==> config.mk <==
export PLATFORM = sky130hd
export DESIGN_NAME = pc_unit_flat
export DESIGN_NICKNAME = d
export VERILOG_FILES = /design/src/rtl/pc_unit_if.sv /design/src/rtl/pc_unit.sv /design/src/flat_wrapper.sv
export SDC_FILE = /design/constraint.sdc
export NUM_CORES = 1
export LEC_CHECK = 0
export BUFFER_PORTS_ARGS = -buffer_cell sky130_fd_sc_hd__buf_2
export CAP_MARGIN = 0
export CORE_AREA = 3 3 75 77
export CTS_CLUSTER_DIAMETER = 200
export DETAILED_ROUTE_END_ITERATION = 10
export DIE_AREA = 0 0 78 80
export GPL_ROUTABILITY_DRIVEN = 0
export PLACE_DENSITY = 0.84
export SYNTH_ARGS = -nofsm -noshare
export SYNTH_HDL_FRONTEND = slang
export SYNTH_SLANG_ARGS = --single-unit
==> constraint.sdc <==
create_clock -name clk -period 2.9 [get_ports clk]
set_input_delay 0.29 -clock clk [delete_from_list [all_inputs] [get_ports clk]]
set_output_delay 0.29 -clock clk [all_outputs]
set_load 0.03 [all_outputs]
==> src/rtl/pc_unit_if.sv <==
// Fetch-stage PC unit bundle: redirect/call/ret requests in, fetch address and RAS status out.
interface pc_unit_if #(
    parameter int unsigned WIDTH = 32
);
    logic             stall;
    logic             redirect_valid;
    logic [WIDTH-1:0] redirect_target;
    logic             call;
    logic             ret;
    logic [WIDTH-1:0] pc_out;
    logic [WIDTH-1:0] pc_plus;
    logic             ras_empty;
    logic             ras_full;
    logic             misalign;
    logic             ret_err;

    modport master (
        output stall, redirect_valid, redirect_target, call, ret,
        input  pc_out, pc_plus, ras_empty, ras_full, misalign, ret_err
    );

    modport slave (
        input  stall, redirect_valid, redirect_target, call, ret,
        output pc_out, pc_plus, ras_empty, ras_full, misalign, ret_err
    );
endinterface

==> src/rtl/pc_unit.sv <==
// Program counter with sequential advance, stall hold and redirect.
// Optional return-address stack enabled by defining PC_RAS_EN.
module pc_unit #(
    parameter int unsigned      WIDTH     = 32,
    parameter logic [WIDTH-1:0] RESET_VEC = '0,
    parameter int unsigned      INC       = 4,
    parameter int unsigned      RAS_DEPTH = 4
) (
    input logic       clk,
    input logic       reset,
    pc_unit_if.slave  bus
);
    localparam logic [WIDTH-1:0] LowMask = WIDTH'(INC - 1);

    logic [WIDTH-1:0] pc_q, pc_d;
    logic [WIDTH-1:0] pc_plus;
    logic             misalign_q, misalign_d;
    logic             ret_err_q, ret_err_d;
    logic             pop;
    logic [WIDTH-1:0] ras_top;

    assign pc_plus = pc_q + WIDTH'(INC);

`ifdef PC_RAS_EN
    localparam int unsigned  PtrW   = $clog2(RAS_DEPTH);
    localparam logic [PtrW:0]   CntMax = (PtrW + 1)'(RAS_DEPTH);
    localparam logic [PtrW:0]   CntOne = (PtrW + 1)'(1);
    localparam logic [PtrW-1:0] PtrOne = PtrW'(1);

    logic [WIDTH-1:0] ras_q [RAS_DEPTH];
    logic [PtrW-1:0]  sp_q, sp_d, top_idx;
    logic [PtrW:0]    cnt_q, cnt_d;
    logic             push, empty;

    // sp_q points at the next free slot; wrapping it overwrites the oldest entry when full.
    assign top_idx = sp_q - PtrOne;
    assign ras_top = ras_q[top_idx];
    assign empty   = (cnt_q == '0);
    assign push    = bus.redirect_valid & bus.call;
    assign pop     = bus.ret & ~bus.redirect_valid & ~bus.stall & ~empty;

    always_comb begin
        sp_d      = sp_q;
        cnt_d     = cnt_q;
        ret_err_d = bus.ret & ~bus.redirect_valid & ~bus.stall & empty;
        if (push) begin
            sp_d = sp_q + PtrOne;
            if (cnt_q != CntMax) cnt_d = cnt_q + CntOne;
        end else if (pop) begin
            sp_d  = top_idx;
            cnt_d = cnt_q - CntOne;
        end
    end

    always_ff @(posedge clk) begin
        if (reset) begin
            sp_q  <= '0;
            cnt_q <= '0;
        end else begin
            sp_q  <= sp_d;
            cnt_q <= cnt_d;
        end
    end

    always_ff @(posedge clk) begin
        if (push) ras_q[sp_q] <= pc_plus;
    end

    assign bus.ras_empty = empty;
    assign bus.ras_full  = (cnt_q == CntMax);
`else
    localparam int unsigned unused_ras_depth = RAS_DEPTH;
    logic unused_ras;

    assign unused_ras    = bus.call ^ bus.ret;
    assign pop           = 1'b0;
    assign ras_top       = '0;
    assign ret_err_d     = 1'b0;
    assign bus.ras_empty = 1'b1;
    assign bus.ras_full  = 1'b0;
`endif

    always_comb begin
        pc_d       = pc_q;
        misalign_d = 1'b0;
        if (bus.redirect_valid) begin
            pc_d       = bus.redirect_target & ~LowMask;
            misalign_d = |(bus.redirect_target & LowMask);
        end else if (pop) begin
            pc_d = ras_top;
        end else if (!bus.stall) begin
            pc_d = pc_plus;
        end
    end

    always_ff @(posedge clk) begin
        if (reset) begin
            pc_q       <= RESET_VEC;
            misalign_q <= 1'b0;
            ret_err_q  <= 1'b0;
        end else begin
            pc_q       <= pc_d;
            misalign_q <= misalign_d;
            ret_err_q  <= ret_err_d;
        end
    end

    assign bus.pc_out   = pc_q;
    assign bus.pc_plus  = pc_plus;
    assign bus.misalign = misalign_q;
    assign bus.ret_err  = ret_err_q;
endmodule
==> src/flat_wrapper.sv <==
// flat-port wrapper written by rule: the top's interface ports become plain ports
module pc_unit_flat 
#(
    parameter int unsigned      WIDTH     = 32,
    parameter logic [WIDTH-1:0] RESET_VEC = '0,
    parameter int unsigned      INC       = 4,
    parameter int unsigned      RAS_DEPTH = 4
)
  (clk, reset, bus_stall, bus_redirect_valid, bus_redirect_target, bus_call, bus_ret, bus_pc_out, bus_pc_plus, bus_ras_empty, bus_ras_full, bus_misalign, bus_ret_err);
  pc_unit_if #(.WIDTH(WIDTH)) bus_i ();
  input logic clk;
  input logic reset;
  input wire logic [$bits(bus_i.stall)-1:0] bus_stall;
  input wire logic [$bits(bus_i.redirect_valid)-1:0] bus_redirect_valid;
  input wire logic [$bits(bus_i.redirect_target)-1:0] bus_redirect_target;
  input wire logic [$bits(bus_i.call)-1:0] bus_call;
  input wire logic [$bits(bus_i.ret)-1:0] bus_ret;
  output wire logic [$bits(bus_i.pc_out)-1:0] bus_pc_out;
  output wire logic [$bits(bus_i.pc_plus)-1:0] bus_pc_plus;
  output wire logic [$bits(bus_i.ras_empty)-1:0] bus_ras_empty;
  output wire logic [$bits(bus_i.ras_full)-1:0] bus_ras_full;
  output wire logic [$bits(bus_i.misalign)-1:0] bus_misalign;
  output wire logic [$bits(bus_i.ret_err)-1:0] bus_ret_err;
  assign bus_i.stall = bus_stall;
  assign bus_i.redirect_valid = bus_redirect_valid;
  assign bus_i.redirect_target = bus_redirect_target;
  assign bus_i.call = bus_call;
  assign bus_i.ret = bus_ret;
  assign bus_pc_out = bus_i.pc_out;
  assign bus_pc_plus = bus_i.pc_plus;
  assign bus_ras_empty = bus_i.ras_empty;
  assign bus_ras_full = bus_i.ras_full;
  assign bus_misalign = bus_i.misalign;
  assign bus_ret_err = bus_i.ret_err;
  pc_unit #(.WIDTH(WIDTH), .RESET_VEC(RESET_VEC), .INC(INC), .RAS_DEPTH(RAS_DEPTH)) u_core (.clk(clk), .reset(reset), .bus(bus_i));
endmodule
==> results of run 1 <==
worst paths after layout:
path,to,start,slack [ns]
setup reg to reg,u_core.bus.pc_out[23],u_core.bus.pc_out[4],0.64
hold / removal,u_core.bus.pc_out[4],bus_redirect_target[4],0.22
hold reg to reg,u_core.bus.pc_out[31],u_core.bus.pc_out[31],0.56
setup / recovery,bus_pc_plus[27],u_core.bus.pc_out[7],0.22
metal layers:
| layer | track usage [%] | vias to the layer above | wire length, um |
|---|---|---|---|
| li1 | - | 1269 | - |
| met4 | 9.79 | 0 | 133 |
| met5 | 0 | - | 0 |
| met2 | 38.3 | 147 | 3420 |
| met1 | 26.8 | 1217 | 2860 |
| met3 | 5.42 | 14 | 751 |
final cells by class:
class,instances,area (um^2)
inverter,8,30.0
fill,476,2130
sequential,31,621
clock buffer,8,100
timing repair buffer,105,548
tap,70,87.6
multi-input combinational,239,1560
logic make-up after synthesis:
kind of cell | Yosys count | synth area share (%)
simple gates | 142 | 32.8
compound gates | 48 | 16.4
buf+inv | 43 | 8.39
xor+xnor | 40 | 14.9
flops | 31 | 26.3
other cells | 2 | 0.319
fa+ha+maj | 1 | 0.531
mux | 1 | 0.425
state kept, by name (all words and copies together), names as in the netlist:
name	cells
u_core.bus.misalign	1
u_core.bus.pc_out	30
worst max-delay path: stages, from the launching register on:
cell and delay (ns):
sky130_fd_sc_hd__dfxtp_1 0.49, sky130_fd_sc_hd__nand3_4 0.16, sky130_fd_sc_hd__or4_1 0.76, sky130_fd_sc_hd__nor3_1 0.32, sky130_fd_sc_hd__xor2_1 0.15, sky130_fd_sc_hd__buf_2 0.21
synthesized netlist by cell type (all sizes together):
cell / count / area share (%)
dfxtp: 31 / 26
nor2: 31 / 4.9
nand2: 30 / 4.8
xnor2: 24 / 8.9
clkbuf: 20 / 3.3
xor2: 16 / 5.9
buf: 15 / 3.8
nor3: 15 / 3.2
nor4: 15 / 4.9
nand4: 13 / 3.5
a211oi: 12 / 3.8
nand3: 12 / 3.1
inv: 7 / 1.1
and4: 5 / 1.9
o21ai: 5 / 1.1
a21oi: 4 / 0.85
o211ai: 4 / 1.3
a2111oi: 3 / 1.2
a311oi: 3 / 1.1
nand2b: 3 / 0.80
nor2b: 3 / 0.80
o2111a: 3 / 1.4
or3: 3 / 0.80
or4: 3 / 0.96
a311o: 2 / 0.85
a31o: 2 / 0.74
conb: 2 / 0.32
nand4b: 2 / 0.74
o2111ai: 2 / 0.74
o211a: 2 / 0.85
o221a: 2 / 0.96
a21boi: 1 / 0.32
a32oi: 1 / 0.37
and3: 1 / 0.27
and3b: 1 / 0.37
clkinv: 1 / 0.16
ha: 1 / 0.53
mux2i: 1 / 0.42
nand3b: 1 / 0.32
nor3b: 1 / 0.32
nor4b: 1 / 0.37
nor4bb: 1 / 0.42
o311a: 1 / 0.42
o41ai: 1 / 0.37
or4b: 1 / 0.42
through the flow:
step                      power (mW)  instances  utilization, %
after global routing            1.30        461            58.0
final                           1.25        461            58.0
after detailed placement       0.870        453            56.0
after CTS                       1.26        461            58.0
after global placement         0.862        453            56.0
after floorplan                0.767        313               -
power groups by stage:
stage | Combinational [mW] | Clock [mW] | Sequential [mW]
after floorplan | 0.214 | 0 | 0.554
after global placement | 0.347 | 0 | 0.515
after detailed placement | 0.352 | 0 | 0.518
after CTS | 0.353 | 0.396 | 0.508
after global routing | 0.375 | 0.412 | 0.515
final | 0.352 | 0.393 | 0.509
==> reports/metrics.json, run 1 <==
{
  "outcome": "finished clean",
  "worst_slew_margin_rel_pct": 50.3,
  "maximum_number_of_buffers_from_clock_root_to_sink": 2,
  "postLayoutCellArea_mm2": 0.00294,
  "finalCritPeriodShare_pct": 92.5,
  "end_kind": "output port",
  "intPower_uw": 790,
  "power_frac_comb_pct": 28.1,
  "drt_iter0_markers": 246,
  "routed_wl_um": 7160,
  "antenna_cells_inserted": 0,
  "rows": 26,
  "required_time_at_the_endpoint_of_the_critical_path_ns": 2.61,
  "syn_to_final_growth_pct": 24.9,
  "commonest_non_fill_non_tap_cell_in_the_layout": "sky130_fd_sc_hd__buf_2",
  "postPlaceCellArea_mm2": 0.00284,
  "grt_start_max_net_pins": 43,
  "cts_buf_count": 5,
  "fp.coreArea_mm2": 0.00507,
  "hold_ws_ns": 0.225,
  "max_cap_viol_count": 0,
  "worst-setup-path-type": "reg2out",
  "globalRouteOverflowTotal": 0,
  "layout_common_cells": "sky130_fd_sc_hd__buf_2 (96), sky130_fd_sc_hd__nor2_1 (31), sky130_fd_sc_hd__dfxtp_1 (31), sky130_fd_sc_hd__nand2_1 (30), sky130_fd_sc_hd__xnor2_1 (24)",
  "worst_ir_drop_vdd_v": 0.000199,
  "io_pins": 106,
  "number_of_distinct_library_cell_variants_in_the_gate_level_netlist_after_synthesis": 52,
  "syn_area_per_cell_um2": 7.65,
  "layout_setup_ws_ns": 0.216,
  "crit_path_dat_ns": 2.39,
  "r2r_cells": 5,
  "clkLatencyLatePin_ns": 0.30,
  "kind_of_path_behind_the_tightest_hold_check": "in2reg",
  "dpl_worst_slack_ns": 0.498,
  "synth.ff_latch_count": 31,
  "hpwl_um": 5270,
  "cts-resized-gates": 0,
  "fin_setup_tns_ns": 0,
  "grt_pass1_vias": 2431,
  "postSynthCellCount": 308,
  "max_freq_mhz": 373,
  "vias_per_cell": 5.74,
  "initial_utilization_pct": 46.4,
  "global_route_wire_length_before_repair_um": 11300,
  "period_needed_ns": 2.68,
  "hold_depth": 2,
  "die_width_um": 78,
  "worstMarginPinSlew_ns": 0.740,
  "hold_violations": 0,
  "fp.dieArea_mm2": 0.00624,
  "yosysWarningCount": 0,
  "crit_fanout": 10,
  "worst_setup_path_start_kind": "flip-flop",
  "routedWlPerCell_um": 15.5,
  "clkSinkCount": 31,
  "port_buffers": 96,
  "post_route_clock_skew_ns": 0.00853,
  "netlist_area_mm2": 0.00236,
  "global_route.usage.total_pct": 22.5,
  "holdBufCountCts": 0,
  "seq_area_frac_synth_pct": 26.3,
  "path_clk_slew_ns": 0.06,
  "clk_root_buffer_cell": "sky130_fd_sc_hd__clkbuf_8",
  "cts_max_level": 2,
  "initial_antenna_violation_count": 0,
  "ant_nets": 0,
  "drt_drc_violations_left": 0,
  "cts_post_setup_buffers_inserted": 0,
  "p_per_area_mw_per_mm2": 426,
  "dieHeight_um": 80,
  "switching_share_pct": 37.1,
  "routed-via-count": 2647,
  "maxSlewViolCount": 0,
  "cts_tree": "built",
  "p_leak_nw": 1.27,
  "part_of_the_power_in_registers_pct": 40.6,
  "p_sw_uw": 465,
  "drt-pass1-iter-count": 4,
  "drive_above_1_share_pct": 30.4,
  "clockPowerShare_pct": 31.4,
  "setup-violations-final": 0,
  "finalNetCount": 429,
  "rsz0062_at_grt": "no"
}
Power figures use the tool's default switching activity.
==> run 2: changes to the inputs <==
- ABC_CLOCK_PERIOD_IN_PS: unset -> 2900
- CELL_PAD_IN_SITES_DETAIL_PLACEMENT: unset -> 1
- CELL_PAD_IN_SITES_GLOBAL_PLACEMENT: unset -> 1
- CORE_AREA: 3 3 75 77 -> 3 3 89 91
- DIE_AREA: 0 0 78 80 -> 0 0 92 94
- GPL_ROUTABILITY_DRIVEN: 0 -> 1
==> run 2 against run 1 <==
Clock skew increased by 0.0011 ns. Register-to-register slack worse by 0.13 ns. Die area up 39%. Fmax up 0.64%. Combinational power rose by 1%. Via count increased by 2.0%. Global-route usage decreased by 2.6 points. Setup slack improved by 0.017 ns. Power down 3.2%. Largest cell class unchanged.
==> reports/metrics.json, run 2 (synthesized netlist as in run 1, its figures left out) <==
{
  "drt_iter0_markers": {"value": 157, "change": "-36%"},
  "fp.coreArea": {"value": 0.00721, "unit": "mm^2", "change": "+42%"},
  "required_time_at_the_endpoint_of_the_critical_path": {"value": 2.61, "unit": "ns", "change": "about the same"},
  "cts_buf_count": {"value": 5, "change": "unchanged"},
  "hpwl": {"value": 6300, "unit": "um", "change": "+20%"},
  "p_per_area": {"value": 406, "unit": "mW/mm^2", "change": "-4.9%"},
  "grt_pass1_vias": {"value": 2693, "change": "+11%"},
  "cts_max_level": {"value": 2, "change": "unchanged"},
  "globalRouteOverflowTotal": {"value": 0, "change": "unchanged"},
  "max_cap_viol_count": {"value": 0, "change": "unchanged"},
  "routed_wl": {"value": 8550, "unit": "um", "change": "+19%"},
  "maximum_number_of_buffers_from_clock_root_to_sink": {"value": 2, "change": "unchanged"},
  "worst_ir_drop_vdd": {"value": 0.000178, "unit": "V", "change": "-10%"},
  "maxSlewViolCount": {"value": 0, "change": "unchanged"},
  "multi_input_comb_area": {"value": 0.00156, "unit": "mm^2", "change": "+0.24%"},
  "post_route_clock_skew": {"value": 0.00965, "unit": "ns", "change": "+0.00113 ns"},
  "kind_of_path_behind_the_tightest_hold_check": "in2reg",
  "layout_setup_ws": {"value": 0.234, "unit": "ns", "change": "+0.0172 ns"},
  "setup.reg_to_reg.worst_slack": {"value": 0.51, "unit": "ns", "change": "-0.13 ns"},
  "io_pins": {"value": 106, "change": "unchanged"},
  "p_leak": {"value": 1.28, "unit": "nW", "change": "+0.73%"},
  "routed-via-count": {"value": 2699, "change": "+2.0%"},
  "path_clk_slew": {"value": 0.07, "unit": "ns", "change": "about the same"},
  "worst_slew_margin_rel": {"value": 43.3, "unit": "%", "change": "-7.0 points"},
  "crit_path_dat": {"value": 2.38, "unit": "ns", "change": "about the same"},
  "antenna_cells_inserted": {"value": 0, "change": "unchanged"},
  "fin_setup_tns": {"value": 0, "unit": "ns", "change": "unchanged"},
  "finalNetCount": {"value": 433, "change": "+0.93%"},
  "initial_utilization": {"value": 32.7, "unit": "%", "change": "-14 points"},
  "max_freq": {"value": 375, "unit": "MHz", "change": "+0.64%"},
  "die_width": {"value": 92, "unit": "um", "change": "+18%"},
  "ant_nets": {"value": 0, "change": "unchanged"},
  "syn_to_final_growth_pct": 27.1,
  "fillCellCount": {"value": 932, "change": "+96%"},
  "drive_above_1_share": {"value": 31.1, "unit": "%", "change": "+0.70 points"},
  "holdBufCountCts": {"value": 0, "change": "unchanged"},
  "dpl_worst_slack": {"value": 0.409, "unit": "ns", "change": "-0.0893 ns"},
  "commonest_non_fill_non_tap_cell_in_the_layout": "sky130_fd_sc_hd__buf_2",
  "finalCritPeriodShare": {"value": 91.9, "unit": "%", "change": "-0.59 points"},
  "grt_start_max_net_pins": {"value": 34, "change": "-21%"},
  "cts_tree": "built",
  "worst-setup-path-type": "reg2out",
  "global_route.usage.total": {"value": 19.9, "unit": "%", "change": "-2.6 points"},
  "period_needed": {"value": 2.67, "unit": "ns", "change": "-0.0172 ns"},
  "rsz0062_at_grt": "no",
  "end_kind": "output port",
  "largest_register_ffs": {"value": 30, "change": "unchanged"},
  "hold_violations": {"value": 0, "change": "unchanged"},
  "global_route_wire_length_before_repair": {"value": 13900, "unit": "um", "change": "+23%"},
  "port_buffers": {"value": 96, "change": "unchanged"},
  "final_core_utilization": {"value": 41.5, "unit": "%", "change": "-16 points"},
  "vias_per_cell": {"value": 5.46, "change": "-4.8%"},
  "rows": {"value": 31, "change": "+19%"},
  "clk_root_buffer_cell": "sky130_fd_sc_hd__clkbuf_8",
  "drt_drc_violations_left": {"value": 0, "change": "unchanged"},
  "worstMarginPinSlew": {"value": 0.844, "unit": "ns", "change": "+0.104 ns"},
  "setup-violations-final": {"value": 0, "change": "unchanged"},
  "sequential_cell_area": {"value": 621, "unit": "um^2", "change": "unchanged"},
  "initial_antenna_violation_count": {"value": 0, "change": "unchanged"},
  "clkLatencyLatePin": {"value": 0.29, "unit": "ns", "change": "about the same"},
  "drt-pass1-iter-count": {"value": 4, "change": "unchanged"},
  "worst_setup_path_start_kind": "flip-flop",
  "layout_common_cells": "sky130_fd_sc_hd__buf_2 (96), sky130_fd_sc_hd__nor2_1 (31), sky130_fd_sc_hd__dfxtp_1 (31), sky130_fd_sc_hd__nand2_1 (30), sky130_fd_sc_hd__xnor2_1 (24)",
  "fp.dieArea": {"value": 0.00865, "unit": "mm^2", "change": "+39%"},
  "dieHeight": {"value": 94, "unit": "um", "change": "+18%"},
  "crit_fanout": {"value": 6, "change": "-4"},
  "routedWlPerCell": {"value": 17.3, "unit": "um", "change": "+11%"},
  "clkSinkCount": {"value": 31, "change": "unchanged"},
  "finalWeightedCongestion": 0.820,
  "outcome": "finished clean"
}
## run 2: changes by cell type in the layout (fill, tap and decap cells not counted)
cell,before,now
sky130_fd_sc_hd__buf_4,9,13
sky130_fd_sc_hd__clkbuf_8,7,5
sky130_fd_sc_hd__clkbuf_1,1,2
sky130_fd_sc_hd__clkinv_2,0,1
sky130_fd_sc_hd__or4_1,3,2
sky130_fd_sc_hd__or4_4,0,1
## run 2: power breakdown
group	switching, mW	total [mW]	internal, mW
clock network	0.175	0.343	0.169
registers	0.0580	0.514	0.456
logic	0.239	0.357	0.118
total	0.472	1.21	0.742
## run 2: path summary, 6_finish.rpt
check	depth (start not counted)	to	from
min reg2reg	2	u_core.bus.pc_out[31]	u_core.bus.pc_out[31]
min	2	u_core.bus.pc_out[6]	bus_redirect_target[6]
max reg2reg	5	u_core.bus.pc_out[23]	u_core.bus.pc_out[4]
max	7	bus_pc_plus[28]	u_core.bus.pc_out[2]
## run 2: repair_timing
action / in CTS / in global routing
setup endpoints to repair: 0 / 6
resized for setup: 0 / 1
buffers inserted: 0 / 3
## run 2: area by class of cell
class                      count  area share (%)
sequential                    31            20.7
clock buffer                   7            2.55
timing repair buffer         109            19.3
multi-input combinational    239            52.1
tap                           99            4.14
inverter                       8            1.00
clock inverter                 1           0.167
## run 2: layer usage
metal  wire (um)  vias up  GRT usage (%)
met4         160        0           6.44
li1            -     1284              -
met1        3770     1298           25.4
met5           0        -              0
met2        4040      103           33.2
met3         578       14           4.65
## run 2: metrics by stage
step / hold WS (ns) / cells / cell area [um^2] / power [mW]
2_1_floorplan: 0.379 / 313 / 2370 / 0.767
3_3_place_gp: 0.514 / 483 / 2890 / 0.870
3_5_place_dp: 0.528 / 483 / 2890 / 0.879
4_1_cts: 0.222 / 491 / 2970 / 1.22
5_1_grt: 0.231 / 494 / 2990 / 1.27
6_report: 0.227 / 494 / 2990 / 1.21
## run 2: critical path, cell delays in order (launching register included)
cell and delay [ns]:
sky130_fd_sc_hd__dfxtp_1 0.44, sky130_fd_sc_hd__ha_1 0.28, sky130_fd_sc_hd__nand3_1 0.26, sky130_fd_sc_hd__nor4_1 0.34, sky130_fd_sc_hd__buf_4 0.20, sky130_fd_sc_hd__nand3_1 0.11, sky130_fd_sc_hd__xnor2_1 0.23, sky130_fd_sc_hd__buf_2 0.23
